`config.mk`:
```
export PLATFORM = sky130hd
export DESIGN_NAME = dds_cmd_decoder
export DESIGN_NICKNAME = d
export VERILOG_FILES = /design/src/rtl/dds_cmd_decoder.sv
export SDC_FILE = /design/constraint.sdc
export NUM_CORES = 1
export LEC_CHECK = 0
export ABC_AREA = 1
export CORE_MARGIN = 4
export CORE_UTILIZATION = 28
export DETAILED_ROUTE_END_ITERATION = 8
export HOLD_SLACK_MARGIN = 0.03
export PLACE_DENSITY = 0.58
export REMOVE_ABC_BUFFERS = 1
export SLEW_MARGIN = 10
export SYNTH_ARGS = -nofsm -noshare
export SYNTH_HDL_FRONTEND = slang
export SYNTH_SLANG_ARGS = --single-unit
export TNS_END_PERCENT = 1
```
`constraint.sdc`:
```
create_clock -name clk -period 1.22 [get_ports clk]
set_clock_uncertainty 0.1 [all_clocks]
set_input_delay 0.244 -clock clk [delete_from_list [all_inputs] [get_ports clk]]
set_output_delay 0.244 -clock clk [all_outputs]
set_load 0.05 [all_outputs]
```
`src/rtl/dds_cmd_decoder.sv`:
```
// Byte-stream command decoder for a multi-channel DDS: shadow tuning-word load, per-channel/all commit, enables.
// Optional readback of the selected channel over the UART transmitter is compiled in with `define CMD_READBACK_EN.
module dds_cmd_decoder #(
  parameter int CHANNELS = 2,
  parameter int WIDTH    = 32
) (
  input  logic                      clk,
  input  logic                      rst,
  input  logic                      received,
  input  logic [7:0]                rx_byte,
  input  logic                      tx_busy,
  output logic                      transmit,
  output logic [7:0]                tx_byte,
  output logic [CHANNELS-1:0]       en,
  output logic [CHANNELS*WIDTH-1:0] m,
  output logic [CHANNELS-1:0]       set
);

  localparam int NBYTES = WIDTH / 8;

`ifdef CMD_READBACK_EN
  typedef enum logic [1:0] {IDLE, DATA, TX} state_t;
`else
  typedef enum logic [1:0] {IDLE, DATA} state_t;
`endif

  state_t             state;
  logic [3:0]         op;
  logic [3:0]         arg;
  logic [3:0]         sel;
  logic [3:0]         load_idx;
  logic [WIDTH-1:0]   shadow;
  logic [CHANNELS-1:0] sel_mask;

  assign op       = rx_byte[7:4];
  assign arg      = rx_byte[3:0];
  assign sel_mask = CHANNELS'(1) << sel;

`ifdef CMD_READBACK_EN
  logic [WIDTH-1:0] snap;
  logic [WIDTH-1:0] sel_word;
  logic [3:0]       tx_cnt;

  // Word currently addressed by sel; captured into snap when READ is accepted.
  always_comb begin
    sel_word = '0;
    for (int c = 0; c < CHANNELS; c++) begin
      if (sel_mask[c]) sel_word = m[c*WIDTH +: WIDTH];
    end
  end
`else
  logic unused_tx_busy;

  assign unused_tx_busy = tx_busy;
  assign transmit       = 1'b0;
  assign tx_byte        = 8'h00;
`endif

  always_ff @(posedge clk) begin
    if (rst) begin
      // NOTE: every register, including the wide shadow and m bank, is reset so a mid-command reset leaves no stale word behind.
      state    <= IDLE;
      sel      <= '0;
      load_idx <= '0;
      shadow   <= '0;
      en       <= '0;
      m        <= '0;
      set      <= '0;
`ifdef CMD_READBACK_EN
      snap     <= '0;
      tx_cnt   <= '0;
      transmit <= 1'b0;
      tx_byte  <= 8'h00;
`endif
    end else begin
      // NOTE: strobes default low here and are raised only by the branch below, so each lasts exactly one cycle.
      set <= '0;
`ifdef CMD_READBACK_EN
      transmit <= 1'b0;
`endif
      case (state)
        IDLE: begin
          if (received) begin
            case (op)
              4'h1: if (int'(arg) < CHANNELS) sel <= arg;
              4'h2: begin
                load_idx <= arg;
                state    <= DATA;
              end
              4'h3: begin
                for (int c = 0; c < CHANNELS; c++) begin
                  if (sel_mask[c]) m[c*WIDTH +: WIDTH] <= shadow;
                end
                set <= sel_mask;
              end
              4'h4: en <= arg[0] ? (en & ~sel_mask) : (en | sel_mask);
`ifdef CMD_READBACK_EN
              4'h5: begin
                snap   <= sel_word;
                tx_cnt <= '0;
                state  <= TX;
              end
`endif
              4'h6: begin
                m   <= {CHANNELS{shadow}};
                set <= '1;
              end
              default: ;
            endcase
          end
        end

        DATA: begin
          // Out-of-range byte slots match no lane, so the byte is consumed and dropped.
          if (received) begin
            for (int b = 0; b < NBYTES; b++) begin
              if (int'(load_idx) == b) shadow[b*8 +: 8] <= rx_byte;
            end
            state <= IDLE;
          end
        end

`ifdef CMD_READBACK_EN
        TX: begin
          if (!tx_busy && !transmit) begin
            transmit <= 1'b1;
            tx_byte  <= snap[7:0];
            snap     <= snap >> 8;
            tx_cnt   <= tx_cnt + 4'd1;
            if (int'(tx_cnt) == NBYTES - 1) state <= IDLE;
          end
        end
`endif

        default: state <= IDLE;
      endcase
    end
  end

endmodule

```
==> metrics.yaml <==
drc: 0
syn_area_um2: 4550
grt_pass1_vias: 3702
overflow: 0
path_clk_slew_ns: 0.07
setup_slack_ns: -0.188
seq_area_frac_synth_pct: 48.0
async_flop_share_pct: 0
fin_hold_ws_ns: 0.260
synthCells: 595
hold_viol: 0
synth_edf_count: 0
cts_tree: "yes"
wl_per_cell_um: 13.5
fmax_ghz: 0.710
vias: 4070
cts_buffers: 9
area_delta_synth_final_pct: 60.1
grt_antenna_before_repair: 1
wl_um: 12300
final_antenna_net_count: 0
hpwl_um: 7570
yosys.area.top_type_share_pct: 48.0
drt_iter0_markers: 211
ys_types: 23
setup_violations: 71
arrival_ns: 1.55
min_period_ns: 1.41
die_x_um: 135
fillCellCount: 1540
clock-sinks: 109
clock_latency_ns: 0.35
h-tree-depth: 3
static-leakage-power_nw: 2.81
yosys.cell_count.top_type: "dfxtp_1"
ys_warn_count: 0
start_kind: "flop"
grt_pass1_wl_um: 19300
fin_tns_setup_ns: -9.74
rows: 46
io_buffer_count: 78
io_pins: 89
crit_fanout: 8
core-area_um2: 15900
track_usage_pct: 13.3
place_ws_ns: -0.641
placed_cell_area_um2: 6340
drive_gt1_share_pct: 38.8
die_area_um2: 18300
holdBufCountCts: 0
synth_area_leaders: "dfxtp_1 48%, a21oi_1 9.1%, nand3_1 7.5%, nand2_1 6.9%, nor2_1 6.8%"
cts.path.max_buffers: 2
cp.required_ns: 1.36
power.density_nw_per_um2: 1050
maxSlewViolCount: 0
fin_crit_sh_pct: 115
via_per_inst: 4.44
initial_core_util_pct: 28.6
routabilityCongestion: 0.768
synth_top_flop_cell: "dfxtp_1"
rsz0062_at_grt: "true"
max_cap_viol_count: 0
status: "complete, but fails checks"
grt_max_degree: 59
violations: "setup timing"
synthTopCellsByCount: "109 x dfxtp_1, 84 x nand2_1, 83 x a21oi_1"
diodes: 0
die_height_um: 135
finalNetCount: 709
synth_area_leader_cell: "dfxtp_1"
peakVddDrop_uv: 682
firstDrtPassIters: 4
syn_area_per_cell_um2: 7.64
hold_class: "primary input to flop"
final_cell_area_um2: 7280
cp-end-kind: "flop"
clock-root-buffer: "clkbuf_16"
synth_seq_cells: 109
crit_type: "flop to flop"
-- layout by cell type, fill, tap and decap left out, types with 20 or more instances in the layout --
cell	instances
dfxtp_1	38
nand3_1	62
nand2_1	79
nor2_1	76
buf_12	82
dfxtp_2	53
buf_4	29
a21oi_1	70
a21oi_2	31
o21ai_0	20
inv_1	40
-- critical path, stage by stage (launching register included) --
cell,delay [ns]
dfxtp_1,0.31
inv_2,0.06
nand2_2,0.06
nor2_4,0.12
nand2_2,0.08
nand2_4,0.11
buf_6,0.14
buf_12,0.13
nand3_1,0.08
nand2_1,0.07
nor2_1,0.04
-- path summary, 6_finish.rpt --
kind,from,cells after the start,to,slack (ns)
setup / recovery,sel[1]$_SDFFE_PP0P_,10,m[56]$_SDFFE_PP0P_,-0.19
hold / removal,received,3,state[0]$_SDFFE_PP0P_,0.26
setup reg to reg,sel[1]$_SDFFE_PP0P_,10,m[56]$_SDFFE_PP0P_,-0.19
hold reg to reg,shadow[5]$_SDFFE_PP0P_,2,shadow[5]$_SDFFE_PP0P_,0.38
-- per-layer routing --
| layer | GRT usage (%) | vias to the layer above | wire, um |
|---|---|---|---|
| met5 | 0 | - | 13 |
| met4 | 3.25 | 2 | 99 |
| met3 | 4.20 | 9 | 568 |
| met2 | 20.2 | 70 | 5730 |
| met1 | 18.3 | 1864 | 5940 |
| li1 | - | 2125 | - |
-- per-stage QoR --
| step | instances | utilization (%) | total power, mW |
|---|---|---|---|
| 2_1_floorplan | 549 | - | 4.37 |
| 3_3_place_gp | 880 | 39.9 | 4.92 |
| 3_5_place_dp | 880 | 39.9 | 4.93 |
| 4_1_cts | 912 | 44.6 | 7.71 |
| 5_1_grt | 917 | 45.8 | 7.94 |
| 6_report | 917 | 45.8 | 7.62 |
-- power breakdown --
part | switching (mW) | internal [mW]
Combinational | 0.710 | 0.538
Sequential | 0.0791 | 3.61
Clock | 1.26 | 1.43
Total | 2.05 | 5.58
-- flip-flops by register name, summed over array words and instances, names as in the netlist, named ones only --
signal	count
m	64
shadow	32
load_idx	4
sel	4
set	2
state	1
-- layout make-up --
type	count	area (um^2)	share of cell area, %
tap	216	270	3.71
multi-input combinational	393	1980	27.2
clock inverter	2	10.0	0.137
inverter	47	179	2.46
clock buffer	13	250	3.44
timing repair buffer	137	2270	31.2
sequential	109	2320	31.8
-- kinds of logic (layout without fill, tap and decap cells) --
| logic type | count (synthesis) | after routing | synth area share, % |
|---|---|---|---|
| AND/OR/NAND/NOR | 250 | 250 | 23.4 |
| other | 1 | 9 | 0.0825 |
| AO/OA/AOI/OAI | 134 | 134 | 16.2 |
| buffers and inverters | 101 | 199 | 12.4 |
| flip-flops | 109 | 109 | 48.0 |
-- repair_timing --
| action | CTS | global route |
|---|---|---|
| endpoints found under the hold margin | 0 | 0 |
| setup endpoints to repair | 176 | 149 |
| pin swaps | 15 | 15 |
| gates cloned | 5 | 4 |
| buffers inserted | 12 | 2 |
| resized for setup | 118 | 45 |
(Power assumes the default switching activity.)
